===== src/rtl/fifo_packer_pkg.sv =====
// Shared defaults and state encoding for the FIFO word packer.
// Imported by the interface, the packer and its bench.
package fifo_packer_pkg;

  localparam int DEF_DATA_WIDTH = 8;
  localparam int DEF_PACK       = 4;
  localparam int FIFO_DEPTH     = 4;

  typedef enum logic {
    FILL = 1'b0,
    HOLD = 1'b1
  } state_e;

endpackage


===== src/rtl/fifo_packer_if.sv =====
// FIFO read port and packed-word output handshake bundle.
// master = packer side, slave = fifo/consumer side.
interface fifo_packer_if #(
  parameter int DATA_WIDTH = fifo_packer_pkg::DEF_DATA_WIDTH,
  parameter int PACK       = fifo_packer_pkg::DEF_PACK
);

  logic                       fifo_rd_en;
  logic                       fifo_rd_val;
  logic [DATA_WIDTH-1:0]      fifo_rd_data;
  logic                       flush;
  logic                       out_val;
  logic                       out_ready;
  logic [DATA_WIDTH*PACK-1:0] out_data;
  logic [PACK-1:0]            out_mask;
  logic                       out_last;

  modport master (
    output fifo_rd_en,
    input  fifo_rd_val,
    input  fifo_rd_data,
    input  flush,
    output out_val,
    input  out_ready,
    output out_data,
    output out_mask,
    output out_last
  );

  modport slave (
    input  fifo_rd_en,
    output fifo_rd_val,
    output fifo_rd_data,
    output flush,
    input  out_val,
    output out_ready,
    input  out_data,
    input  out_mask,
    input  out_last
  );

endinterface


===== src/rtl/fifo_packer.sv =====
// Packs PACK first-word-fall-through FIFO entries into one wide word.
// Lane 0 holds the oldest entry; flush emits a partial word.
module fifo_packer
  import fifo_packer_pkg::*;
#(
  parameter int DATA_WIDTH = DEF_DATA_WIDTH,
  parameter int PACK       = DEF_PACK
) (
  input  logic          clk,
  input  logic          reset,
  fifo_packer_if.master bus
);

  localparam int CW = $clog2(PACK);

  state_e                             state_q, state_d;
  logic [CW-1:0]                      cnt_q, cnt_d;
  logic                               fpend_q, fpend_d;
  logic [PACK-1:0][DATA_WIDTH-1:0]    lanes_q, lanes_d;
  logic [PACK-1:0]                    mask_q, mask_d;
  logic                               last_q, last_d;

  logic            rd_en;
  logic            pop;
  logic            flush_eff;
  logic [PACK-1:0] hit;
  logic [PACK-1:0] mask_n;

  always_comb begin
    state_d   = state_q;
    cnt_d     = cnt_q;
    fpend_d   = fpend_q;
    lanes_d   = lanes_q;
    mask_d    = mask_q;
    last_d    = last_q;
    rd_en     = 1'b0;
    pop       = 1'b0;
    flush_eff = 1'b0;
    hit       = '0;
    mask_n    = mask_q;
    unique case (state_q)
      FILL: begin
        rd_en     = bus.fifo_rd_val;
        pop       = bus.fifo_rd_val;
        flush_eff = bus.flush | fpend_q;
        fpend_d   = 1'b0;
        if (pop) begin
          hit[cnt_q]     = 1'b1;
          lanes_d[cnt_q] = bus.fifo_rd_data;
          cnt_d          = cnt_q + 1'b1;
        end
        mask_n = mask_q | hit;
        mask_d = mask_n;
        // A flush folded into the completing pop still yields one word.
        if ((pop && cnt_q == CW'(PACK - 1)) ||
            (flush_eff && (|mask_n))) begin
          state_d = HOLD;
          last_d  = flush_eff;
        end
      end
      HOLD: begin
        if (bus.flush) fpend_d = 1'b1;
        if (bus.out_ready) begin
          state_d = FILL;
          cnt_d   = '0;
          lanes_d = '0;
          mask_d  = '0;
          last_d  = 1'b0;
        end
      end
      default: state_d = FILL;
    endcase
  end

  always_ff @(posedge clk or negedge reset) begin
    if (!reset) begin
      state_q <= FILL;
      cnt_q   <= '0;
      fpend_q <= 1'b0;
      lanes_q <= '0;
      mask_q  <= '0;
      last_q  <= 1'b0;
    end else begin
      state_q <= state_d;
      cnt_q   <= cnt_d;
      fpend_q <= fpend_d;
      lanes_q <= lanes_d;
      mask_q  <= mask_d;
      last_q  <= last_d;
    end
  end

  // Mask/last/data are only meaningful while out_val is high.
  assign bus.fifo_rd_en = rd_en;
  assign bus.out_val    = (state_q == HOLD);
  assign bus.out_data   = lanes_q;
  assign bus.out_mask   = (state_q == HOLD) ? mask_q : '0;
  assign bus.out_last   = last_q;

endmodule


===== src/flat_wrapper.sv =====
// flat-port wrapper written by rule: the top's interface ports become plain ports
module fifo_packer_flat import fifo_packer_pkg::*;
#(
  parameter int DATA_WIDTH = DEF_DATA_WIDTH,
  parameter int PACK       = DEF_PACK
)
  (clk, reset, bus_fifo_rd_en, bus_fifo_rd_val, bus_fifo_rd_data, bus_flush, bus_out_val, bus_out_ready, bus_out_data, bus_out_mask, bus_out_last);
  fifo_packer_if #(.DATA_WIDTH(DATA_WIDTH), .PACK(PACK)) bus_i ();
  input  logic clk;
  input  logic reset;
  output wire logic [$bits(bus_i.fifo_rd_en)-1:0] bus_fifo_rd_en;
  input wire logic [$bits(bus_i.fifo_rd_val)-1:0] bus_fifo_rd_val;
  input wire logic [$bits(bus_i.fifo_rd_data)-1:0] bus_fifo_rd_data;
  input wire logic [$bits(bus_i.flush)-1:0] bus_flush;
  output wire logic [$bits(bus_i.out_val)-1:0] bus_out_val;
  input wire logic [$bits(bus_i.out_ready)-1:0] bus_out_ready;
  output wire logic [$bits(bus_i.out_data)-1:0] bus_out_data;
  output wire logic [$bits(bus_i.out_mask)-1:0] bus_out_mask;
  output wire logic [$bits(bus_i.out_last)-1:0] bus_out_last;
  assign bus_fifo_rd_en = bus_i.fifo_rd_en;
  assign bus_i.fifo_rd_val = bus_fifo_rd_val;
  assign bus_i.fifo_rd_data = bus_fifo_rd_data;
  assign bus_i.flush = bus_flush;
  assign bus_out_val = bus_i.out_val;
  assign bus_i.out_ready = bus_out_ready;
  assign bus_out_data = bus_i.out_data;
  assign bus_out_mask = bus_i.out_mask;
  assign bus_out_last = bus_i.out_last;
  fifo_packer #(.DATA_WIDTH(DATA_WIDTH), .PACK(PACK)) u_core (.clk(clk), .reset(reset), .bus(bus_i));
endmodule

===== config.mk =====
export PLATFORM = sky130hd
export DESIGN_NAME = fifo_packer_flat
export DESIGN_NICKNAME = d
export VERILOG_FILES = /design/src/rtl/fifo_packer_pkg.sv /design/src/rtl/fifo_packer_if.sv /design/src/rtl/fifo_packer.sv /design/src/flat_wrapper.sv
export SDC_FILE = /design/constraint.sdc
export NUM_CORES = 1
export LEC_CHECK = 0
export BUFFER_PORTS_ARGS = -buffer_cell sky130_fd_sc_hd__buf_2
export CORE_UTILIZATION = 35
export DETAILED_ROUTE_END_ITERATION = 16
export PLACE_DENSITY = 0.65
export SYNTH_ARGS = -nofsm -noshare
export SYNTH_HDL_FRONTEND = slang
export SYNTH_SLANG_ARGS = --single-unit

===== constraint.sdc =====
create_clock -name clk -period 1.52 [get_ports clk]
set_input_delay 0.304 -clock clk [delete_from_list [all_inputs] [get_ports clk]]
set_output_delay 0.304 -clock clk [all_outputs]
set_load 0.03 [all_outputs]

==> metrics.yaml, run 1 <==
global_routing:
  grt_pass1_wl_microns: 8140
  grt.total_usage_pct: 17.1
  overflow: 0
  grt_start_max_net_pins: 28
  antenna_found_initial: 0
  grt_pass1_vias: 1619
sta:
  rsz0062_at_grt: "yes"
  tightest_slew_ps: 426
  fin_crit_ps: 1480
  slew-limit-headroom_pct: 71.5
  maxSlewViolCount: 0
  fin_crit_sh_pct: 97.3
  finalSetupViolations: 0
  worst_slack_ps: 40.7
  max_freq_mhz: 676
  fin_setup_tns_ps: 0
  finalHoldViolations: 0
  fin_worst_skew_ps: 5.19
routing:
  routed_wl_microns: 4760
  drc: 0
  drtIter0Drc: 68
  drtAntennaViolNets: 0
  num_vias: 1562
  wl_per_cell_microns: 14.8
  drt_first_pass_iters: 4
  viasPerCell: 4.87
finish:
  fin_nets: 265
  area_growth_pct: 21.9
  final_cell_mix: "buf_2 (48), dfrtp_1 (40), mux2i_1 (25)"
  mostFrequentLayoutCell: "buf_2"
  final_area_sq_um: 2570
  antenna_cells: 0
  drive_gt1_share_pct: 46.6
  fillCellCount: 563
synth:
  synth_nets: 209
  synth_warnings: 0
  synth_area_sq_um: 2110
  ys_ff_latch: 41
  yosysUniqueCellTypes: 28
  synthCells: 192
  avgSynthCellArea_sq_um: 11.0
  synth.yosys.seq_area_share_pct: 48.7
power:
  p_leak_nw: 1.40
  powerDensity_nw_per_um2: 1900
  ir_drop_v: 0.000766
run_status:
  status: "finished, final reports clean"
clocking:
  clkLatencyLatePin_ps: 300
  tritoncts: "done"
  cts_sinks: 41
  h-tree-depth: 2
  cts.clk_slew.worst_paths_ps: 80
  cts_buffers: 5
  clockRootBuffer: "clkbuf_8"
  cts_max_path_buffers: 2
setup_path:
  critPathRequiredTime_ps: 1220
  crit_path_end_kind: "output port"
  worstPathMaxFanout: 6
  r2r_cells: 5
  cp.arrival_ps: 1180
  start_kind: "register"
  criticalPathCategory: "register to output port"
floorplanning:
  num_io_pins: 52
  dieArea_sq_um: 6340
  core_sq_um: 5640
  chipWidth_microns: 79.6
  placementRows: 27
  initial_core_util_pct: 37.4
  fp.dieH_microns: 79.6
placed_design:
  place_congestion: 0.753
  post-dp-hpwl_microns: 3380
  io_buffer_count: 51
  placed_area_sq_um: 2410
  post-place-ws_ps: 27.8
hold_path:
  worstHoldPathCells: 3
  hold_class: "input pin to register"
job:
  max_cap_violations: 0
-- where the power goes --
part | switching [mW] | total, mW | internal [mW]
Sequential | 0.274 | 1.69 | 1.41
Combinational | 1.46 | 2.26 | 0.799
Clock | 0.398 | 0.932 | 0.534
-- final timing paths --
check / start / to / slack, ps
setup / recovery: u_core.bus.out_val / bus_out_mask[0] / 40
hold / removal: bus_fifo_rd_data[6] / u_core.bus.out_data[14] / 280
setup reg to reg: u_core.cnt_q[0] / u_core.bus.out_data[22] / 90
hold reg to reg: u_core.bus.out_data[5] / u_core.bus.out_data[5] / 510
max in group asynchronous: reset / u_core.bus.out_data[6] / 610
min in group asynchronous: reset / u_core.fpend_q / 450
-- final cells by class --
class | count | area, sq um | area share [%]
flip-flops and latches | 41 | 1030 | 40.0
multi-input cells | 134 | 952 | 37.0
repair buffers | 60 | 358 | 13.9
well taps | 72 | 90.1 | 3.51
clock buffers | 6 | 82.6 | 3.21
clock inverters | 2 | 37.5 | 1.46
inverters | 6 | 22.5 | 0.876
-- kinds of logic (layout without fill, tap and decap cells) --
logic type	count (synthesis)	in the layout	synth area share [%]
AO/OA/AOI/OAI	45	45	15.3
buffers and inverters	17	74	6.59
multiplexers	25	25	11.9
AND/OR/NAND/NOR	60	60	15.2
flip-flops	41	41	48.7
adder cells (fa/ha/maj)	4	4	2.37
-- per-stage QoR --
stage               hold WS [ps]  power, mW  util, %  std cells
finish                       283       4.88     45.6        321
global route                 301       5.19     45.6        321
CTS                          273       4.91     45.3        321
detailed placement           247       3.91     42.7        310
global placement             247       3.87     42.7        310
floorplan                   8.41       3.35        -        192
-- metal layers --
| metal | wire length (microns) | global-route usage [%] | vias up |
|---|---|---|---|
| li1 | - | - | 768 |
| met1 | 2310 | 24.0 | 755 |
| met2 | 2190 | 25.6 | 32 |
| met3 | 161 | 2.74 | 7 |
| met4 | 89 | 8.18 | 0 |
| met5 | 0 | 0 | - |
-- state kept, by name, summed over array words and instances, names as in the netlist --
name / count
u_core.fpend_q: 1
u_core.mask_q: 4
u_core.bus.out_val: 1
u_core.bus.out_data: 32
u_core.bus.out_last: 1
u_core.cnt_q: 2
-- worst max-delay path, cell delays in order, from the launching register on --
cell and delay [ps]:
dfrtp_2 430, buf_4 150, and2_1 130, buf_2 170
-- synthesized netlist by cell type --
| master | number | share of area (%) |
|---|---|---|
| o21ai_0 | 13 | 3.1 |
| o22ai_1 | 3 | 0.89 |
| nand3_1 | 2 | 0.47 |
| ha_1 | 4 | 2.4 |
| and3b_1 | 1 | 0.42 |
| nor4_1 | 1 | 0.30 |
| buf_2 | 2 | 0.47 |
| nor3_1 | 2 | 0.47 |
| o21ai_1 | 1 | 0.24 |
| o221a_2 | 1 | 0.53 |
| buf_6 | 5 | 2.7 |
| a21bo_2 | 1 | 0.47 |
| nor2b_1 | 1 | 0.30 |
| clkbuf_2 | 2 | 0.47 |
| and2_1 | 4 | 1.2 |
| nand2b_1 | 1 | 0.30 |
| nor2_1 | 1 | 0.18 |
| inv_1 | 6 | 1.1 |
| nand2_1 | 23 | 4.1 |
| buf_12 | 2 | 1.9 |
| a21o_1 | 1 | 0.36 |
| nand2_2 | 23 | 6.8 |
| a21oi_1 | 4 | 0.95 |
| o21ai_2 | 20 | 8.3 |
| nor2b_4 | 1 | 0.65 |
| a32o_1 | 1 | 0.47 |
| mux2i_1 | 25 | 12 |
| dfrtp_1 | 41 | 49 |
-- what timing repair did --
action	in CTS	in global routing
gates cloned	0	0
gates resized for setup	1	6
setup endpoints to repair	1	11
hold endpoints to repair	14	0
hold buffers	1	0
buffers inserted	2	0
Note: power is estimated with default switching activity, not from simulation.
==> run 2, diff against run 1 <==
--- a/config.mk
+++ b/config.mk
@@ -6,8 +6,10 @@
 export NUM_CORES = 1
 export LEC_CHECK = 0
 export BUFFER_PORTS_ARGS = -buffer_cell sky130_fd_sc_hd__buf_2
+export CORE_ASPECT_RATIO = 0.7
 export CORE_UTILIZATION = 35
 export DETAILED_ROUTE_END_ITERATION = 16
+export MAX_ROUTING_LAYER = met4
 export PLACE_DENSITY = 0.65
 export SYNTH_ARGS = -nofsm -noshare
 export SYNTH_HDL_FRONTEND = slang
==> run 2 against run 1 <==
Effect of this change:
- clock skew increased by 4.2 ps
- sequential power about the same
- count of clock-buffer cells in the layout increased by 1
- final area about the same
- utilization decreased by 0.94 points
- die area about the same
- largest power group unchanged
- worst hold slack improved by 4.2 ps
- sequential share of layout area about the same
- critical path type unchanged
==> metrics.yaml, run 2 (same netlist as run 1, synthesis figures left out) <==
setup_path:
  start_kind: "register"  # unchanged
  crit_path_end_kind: "output port"  # unchanged
  crit_chain: "buf_4, and2_1, buf_2"  # unchanged
  critPathRequiredTime_ps: 1220  # about the same
  cpMaxStageDelayCell: "dfrtp_2"  # unchanged
  criticalPathCategory: "register to output port"  # unchanged
  cp.arrival_ps: 1180  # about the same
  critical_path.top_delay_family: "flip-flops"  # unchanged
  critical_path.max_stage_delay_ps: 430  # about the same
  worstPathMaxFanout: 7  # was 6
  path_buf_inv: 2  # unchanged
clocking:
  cts_buffers: 5  # unchanged
  cts_max_path_buffers: 2  # unchanged
  cts_sinks: 41  # unchanged
  cts.clk_slew.worst_paths_ps: 80  # about the same
  clockRootBuffer: "clkbuf_8"  # unchanged
  h-tree-depth: 2  # unchanged
  tritoncts: "done"  # unchanged
  clkLatencyLatePin_ps: 300  # about the same
sta:
  fin_worst_skew_ps: 9.38  # was 5.19 ps
  worst_slack_ps: 37.2  # was 40.7 ps
  holdWs_ps: 287  # was 283 ps
  finalHoldViolations: 0  # unchanged
  fin_crit_ps: 1480  # about the same
  rsz0062_at_grt: "yes"  # unchanged
  fin_crit_sh_pct: 97.6  # was 97.3%
  maxSlewViolCount: 0  # unchanged
  slew-limit-headroom_pct: 72.5  # was 71.5%
  max_freq_mhz: 674  # was 676 MHz
  tightest_slew_ps: 411  # was 426 ps
  finalSetupViolations: 0  # unchanged
floorplanning:
  core_sq_um: 5760  # was 5640 sq um
  initial_core_util_pct: 36.6  # was 37.4%
  fp.dieH_microns: 66.9  # was 79.6 microns
  num_io_pins: 52  # unchanged
  chipWidth_microns: 94.8  # was 79.6 microns
  dieArea_sq_um: 6340  # about the same
  placementRows: 23  # was 27
power:
  p_leak_nw: 1.39  # was 1.40 nW
  ir_drop_v: 0.000835  # was 0.000766 V
  powerDensity_nw_per_um2: 1910  # was 1900 nW/um^2
finish:
  area_growth_pct: 21.8  # was 21.9%
  fin_nets: 265  # unchanged
  antenna_cells: 0  # unchanged
  largest_reg_flops: 32  # unchanged
  mostFrequentLayoutCell: "buf_2"  # unchanged
  final_cell_mix: "buf_2 (47), dfrtp_1 (40), mux2i_1 (25)"  # was buf_2 (48), dfrtp_1 (40), mux2i_1 (25)
  drive_gt1_share_pct: 46.6  # unchanged
global_routing:
  overflow: 0  # unchanged
  grt.total_usage_pct: 17.7  # was 17.1%
  antenna_found_initial: 0  # unchanged
  grt_pass1_vias: 1490  # was 1619
  grt_start_max_net_pins: 25  # was 28
  grt_pass1_wl_microns: 8020  # was 8140 microns
routing:
  wl_per_cell_microns: 15.7  # was 14.8 microns
  drc: 0  # unchanged
  routed_wl_microns: 5090  # was 4760 microns
  drtIter0Drc: 129  # was 68
  drtAntennaViolNets: 0  # unchanged
  viasPerCell: 4.87  # about the same
  num_vias: 1578  # was 1562
  drt_first_pass_iters: 4  # unchanged
placed_design:
  place_congestion: 0.772  # was 0.753
  io_buffer_count: 51  # unchanged
  post-dp-hpwl_microns: 3560  # was 3380 microns
  post-place-ws_ps: -6.64  # was 27.8 ps
job:
  max_cap_violations: 0  # unchanged
run_status:
  status: "finished, final reports clean"  # unchanged
hold_path:
  hold_class: "input pin to register"  # unchanged
-- run 2: area by class of cell --
class,instances,area [sq um]
Clock buffer,7,86.3
Clock inverter,1,30.0
Fill cell,558,3190
Inverter,6,22.5
Multi-Input combinational cell,134,952
Sequential cell,41,1030
Tap cell,75,93.8
Timing Repair Buffer,60,355
-- run 2: worst paths after layout --
check	endpoint	cells past startpoint	slack, ps	startpoint
setup / recovery	bus_out_mask[1]	3	40	u_core.bus.out_val
hold / removal	u_core.bus.out_data[15]	3	290	bus_fifo_rd_data[7]
setup reg to reg	u_core.bus.out_val	5	90	u_core.cnt_q[0]
hold reg to reg	u_core.bus.out_data[30]	2	510	u_core.bus.out_data[30]
max in group asynchronous	u_core.bus.out_data[16]	3	470	reset
min in group asynchronous	u_core.cnt_q[0]	2	460	reset
-- run 2: per-stage QoR --
| stage | util [%] | TNS (ps) | std cells | power (mW) | area (sq um) |
|---|---|---|---|---|---|
| finish | 44.6 | 0 | 324 | 4.90 | 2570 |
| global route | 44.6 | -1.16 | 324 | 5.19 | 2570 |
| CTS | 44.2 | 0 | 324 | 4.88 | 2540 |
| detailed placement | 41.6 | -6.64 | 312 | 3.88 | 2390 |
| global placement | 41.6 | 0 | 312 | 3.84 | 2390 |
| floorplan | - | 0 | 192 | 3.35 | 2110 |
-- run 2: where the power goes --
| group | switching, mW | internal [mW] | leakage, nW |
|---|---|---|---|
| logic | 1.49 | 0.797 | 0.784 |
| registers | 0.275 | 1.41 | 0.550 |
| clock network | 0.389 | 0.536 | 0.0585 |
| total | 2.16 | 2.75 | 1.39 |
-- run 2: timing repair --
item	CTS	global route
endpoints found under the setup margin	2	6
buffers inserted	3	0
endpoints found under the hold margin	14	0
hold buffers	1	0
resized for setup	2	11
-- run 2: tightest hold or removal path, stage by stage --
cell and delay (ps):
buf_2 120, nand2_1 50, o21ai_0 70
-- run 2: layer usage --
| metal | GRT usage [%] | wire (microns) |
|---|---|---|
| met1 | 26.5 | 2710 |
| met2 | 23.3 | 1950 |
| met3 | 4.22 | 386 |
| met4 | 4.55 | 43 |
| met5 | - | 0 |
==> run 3, diff against run 2 <==
--- a/config.mk
+++ b/config.mk
@@ -5,12 +5,14 @@
 export SDC_FILE = /design/constraint.sdc
 export NUM_CORES = 1
 export LEC_CHECK = 0
+export ABC_AREA = 1
 export BUFFER_PORTS_ARGS = -buffer_cell sky130_fd_sc_hd__buf_2
 export CORE_ASPECT_RATIO = 0.7
 export CORE_UTILIZATION = 35
 export DETAILED_ROUTE_END_ITERATION = 16
 export MAX_ROUTING_LAYER = met4
-export PLACE_DENSITY = 0.65
+export PLACE_DENSITY = 0.66
+export SETUP_SLACK_MARGIN = 0.2
 export SYNTH_ARGS = -nofsm -noshare
 export SYNTH_HDL_FRONTEND = slang
 export SYNTH_SLANG_ARGS = --single-unit
==> run 3 against run 2 <==
Effect of this change:
- sequential power up 9%
- routed wire length up 12%
- register-to-register slack gained 40 ps
- global-route usage up 2.2 points
- synthesized cell count grew 9.4%
- critical path type unchanged
- critical endpoint is now bus_out_val
- highest routed layer unchanged
==> metrics.yaml, run 3 <==
finish:
  fillCellCount: 477  # was 558
  fin_util_pct: 56.6  # was 44.6%
  final_cell_mix: "nand2_1 (46), buf_2 (45), nand3_1 (39)"  # was buf_2 (47), dfrtp_1 (40), mux2i_1 (25)
  drive_gt1_share_pct: 52.4  # was 46.6%
  antenna_cells: 0  # unchanged
  mostFrequentLayoutCell: "nand2_1"  # was buf_2
  fin_nets: 304  # was 265
  largest_reg_flops: 32  # unchanged
  area_growth_pct: 56.2  # was 21.8%
  multi_input_area_sq_um: 1120  # was 952 sq um
  final_area_sq_um: 2960  # was 2570 sq um
  seqCellArea_sq_um: 1030  # about the same
clocking:
  clockRootBuffer: "clkbuf_8"  # unchanged
  tritoncts: "done"  # unchanged
  cts_sinks: 41  # unchanged
  cts_max_path_buffers: 2  # unchanged
  h-tree-depth: 2  # unchanged
  clkLatencyLatePin_ps: 290  # was 300 ps
  cts_buffers: 5  # unchanged
  cts.clk_slew.worst_paths_ps: 80  # about the same
synth:
  synth_nets: 227  # was 209
  synth.area.top_cells: "dfrtp_1 (54%), nand3_1 (16%), nand2_1 (11%), inv_1 (3.0%), ha_1 (2.6%)"  # was dfrtp_1 (49%), mux2i_1 (12%), o21ai_2 (8.3%), nand2_2 (6.8%), nand2_1 (4.1%)
  synth_mux_area_share_pct: 0  # was 11.9%
  synth_compound_area_share_pct: 2.97  # was 15.3%
  ys_ff_latch: 41  # unchanged
  synth.most_common_cell: "nand3_1"  # was dfrtp_1
  yosysTopAreaCellShare_pct: 54.1  # was 48.7%
  yosys.area.top_type: "dfrtp_1"  # unchanged
  netlist_top_cells_count: "nand3_1 (59), nand2_1 (56), dfrtp_1 (41)"  # was dfrtp_1 (41), mux2i_1 (25), nand2_1 (23), nand2_2 (23), o21ai_2 (20)
  synthAdderAreaFrac_pct: 2.64  # was 2.37%
  synth_top_family_by_area: "simple AND/OR/NAND/NOR gates"  # was compound AO/OA/AOI/OAI gates
  synthXorXnorAreaFrac_pct: 0  # unchanged
  synth_area_sq_um: 1900  # was 2110 sq um
  synth-simple-area-share_pct: 34.2  # was 15.2%
  synth-async-reset-ratio_pct: 100  # unchanged
  synth.yosys.seq_area_share_pct: 54.1  # was 48.7%
  synthCells: 210  # was 192
  synth-edff-count: 0  # unchanged
  synth_ff_type: "dfrtp_1"  # unchanged
  synth_warnings: 0  # unchanged
  yosysUniqueCellTypes: 20  # was 28
  avgSynthCellArea_sq_um: 9.03  # was 11.0 sq um
power:
  swShare_pct: 48.2  # was 44.0%
  p_int_mw: 3.17  # was 2.75 mW
  powerDensity_nw_per_um2: 2070  # was 1910 nW/um^2
  ir_drop_v: 0.000727  # was 0.000835 V
  p_leak_nw: 1.57  # was 1.39 nW
  pwr-share-clk_pct: 11.3  # was 18.9%
  p_comb_share_pct: 58.5  # was 46.7%
  p_seq_share_pct: 30.2  # was 34.4%
  p_sw_mw: 2.95  # was 2.16 mW
sta:
  finalSetupViolations: 0  # unchanged
  max_freq_mhz: 672  # was 674 MHz
  maxSlewViolCount: 0  # unchanged
  fin_crit_sh_pct: 97.9  # was 97.6%
  fin_worst_skew_ps: 4.60  # was 9.38 ps
  tightest_slew_ps: 294  # was 411 ps
  fin_crit_ps: 1490  # was 1480 ps
  fin_setup_tns_ps: 0  # unchanged
  finalHoldViolations: 0  # unchanged
  rsz0062_at_grt: "yes"  # unchanged
  slew-limit-headroom_pct: 80.4  # was 72.5%
setup_path:
  critical_path.max_stage_delay_ps: 530  # was 430 ps
  cpMaxStageDelayCell: "dfrtp_4"  # was dfrtp_2
  critPathRequiredTime_ps: 1220  # about the same
  worstPathMaxFanout: 5  # was 7
  critical_path.top_delay_family: "flip-flops"  # unchanged
  r2r_setup_slack_ps: 130  # was 90 ps
  criticalPathCategory: "register to output port"  # unchanged
  crit_chain: "buf_4, buf_4"  # was buf_4, and2_1, buf_2
  crit_path_frequent_cell: "buf_4"
  path_buf_inv: 2  # unchanged
  start_kind: "register"  # unchanged
  crit_path_end_kind: "output port"  # unchanged
  cp.arrival_ps: 1180  # about the same
hold_path:
  hold_class: "input pin to register"  # unchanged
floorplanning:
  dieArea_sq_um: 5720  # was 6340 sq um
  num_io_pins: 52  # unchanged
  core_sq_um: 5230  # was 5760 sq um
  initial_core_util_pct: 36.2  # was 36.6%
  placementRows: 22  # was 23
  fp.dieH_microns: 63.6  # was 66.9 microns
  chipWidth_microns: 90.0  # was 94.8 microns
placed_design:
  post-dp-hpwl_microns: 3490  # was 3560 microns
  io_buffer_count: 51  # unchanged
  placed_area_sq_um: 2280  # was 2390 sq um
  place_congestion: 0.790  # was 0.772
global_routing:
  overflow: 0  # unchanged
  grt_pass1_vias: 1646  # was 1490
  grt_start_max_net_pins: 42  # was 25
  antenna_found_initial: 0  # unchanged
  grt.total_usage_pct: 19.8  # was 17.7%
  grt_pass1_wl_microns: 8490  # was 8020 microns
run_status:
  status: "finished, final reports clean"  # unchanged
routing:
  drtIter0Drc: 100  # was 129
  drtAntennaViolNets: 0  # unchanged
  routed_wl_microns: 5700  # was 5090 microns
  drc: 0  # unchanged
  wl_per_cell_microns: 15.8  # was 15.7 microns
  viasPerCell: 4.83  # was 4.87
  num_vias: 1738  # was 1578
  drt_first_pass_iters: 4  # unchanged
job:
  max_cap_violations: 0  # unchanged
-- run 3: final timing paths --
kind	startpoint	cells after the start	endpoint
setup / recovery	u_core.bus.out_val	2	bus_out_val
hold / removal	bus_fifo_rd_data[7]	3	u_core.bus.out_data[23]
setup reg to reg	u_core.cnt_q[0]	8	u_core.bus.out_data[16]
hold reg to reg	u_core.bus.out_data[11]	2	u_core.bus.out_data[11]
max in group asynchronous	reset	3	u_core.bus.out_val
min in group asynchronous	reset	3	u_core.mask_q[1]
-- run 3: stage by stage --
step                setup WS (ps)  std cells  hold WS (ps)  power [mW]
floorplan                     178        210          8.41        3.64
CTS                          43.1        351           281        5.49
finish                       31.3        360           305        6.12
global placement             59.4        332           295        4.27
global route                 3.21        360           301        6.48
detailed placement           53.9        332           293        4.33
-- run 3: cell families after synthesis --
| family | count (synthesis) |
|---|---|
| compound gates | 8 |
| flops | 41 |
| buf+inv | 24 |
| fa+ha+maj | 4 |
| simple gates | 133 |
-- run 3: worst register-to-register path, stage by stage, from the launching register on --
cell and delay, ps:
dfrtp_2 470, inv_4 100, ha_4 160, inv_2 40
nor2_4 110, nand2_4 140, nand2_8 160, nor2_4 40
a21oi_2 100
-- run 3: timing repair --
action	4_1_cts	5_1_grt
endpoints found under the setup margin	40	42
gates cloned	2	2
pin swaps	5	29
hold endpoints to repair	41	0
buffers inserted	8	7
hold buffers	1	0
resized for setup	36	68
-- run 3: power by group through the flow --
stage / Sequential [mW] / Combinational (mW) / Clock [mW]
global route: 1.90 / 3.83 / 0.752
global placement: 1.86 / 2.41 / 0
CTS: 1.80 / 3.00 / 0.699
finish: 1.85 / 3.58 / 0.690
detailed placement: 1.88 / 2.46 / 0
floorplan: 2.42 / 1.22 / 0
-- run 3: final cells by class --
cell class | count | area share [%]
flip-flops and latches | 41 | 34.9
clock inverters | 2 | 0.338
well taps | 72 | 3.04
inverters | 15 | 2.24
clock buffers | 6 | 2.45
multi-input cells | 148 | 37.8
repair buffers | 76 | 19.3
-- run 3: metal layers --
| metal | GRT usage (%) | up-vias | wire length, microns |
|---|---|---|---|
| li1 | - | 848 | - |
| met1 | 28.6 | 827 | 2600 |
| met2 | 28.0 | 55 | 2640 |
| met3 | 4.47 | 8 | 352 |
| met4 | 5.24 | 0 | 112 |
| met5 | - | - | 0 |
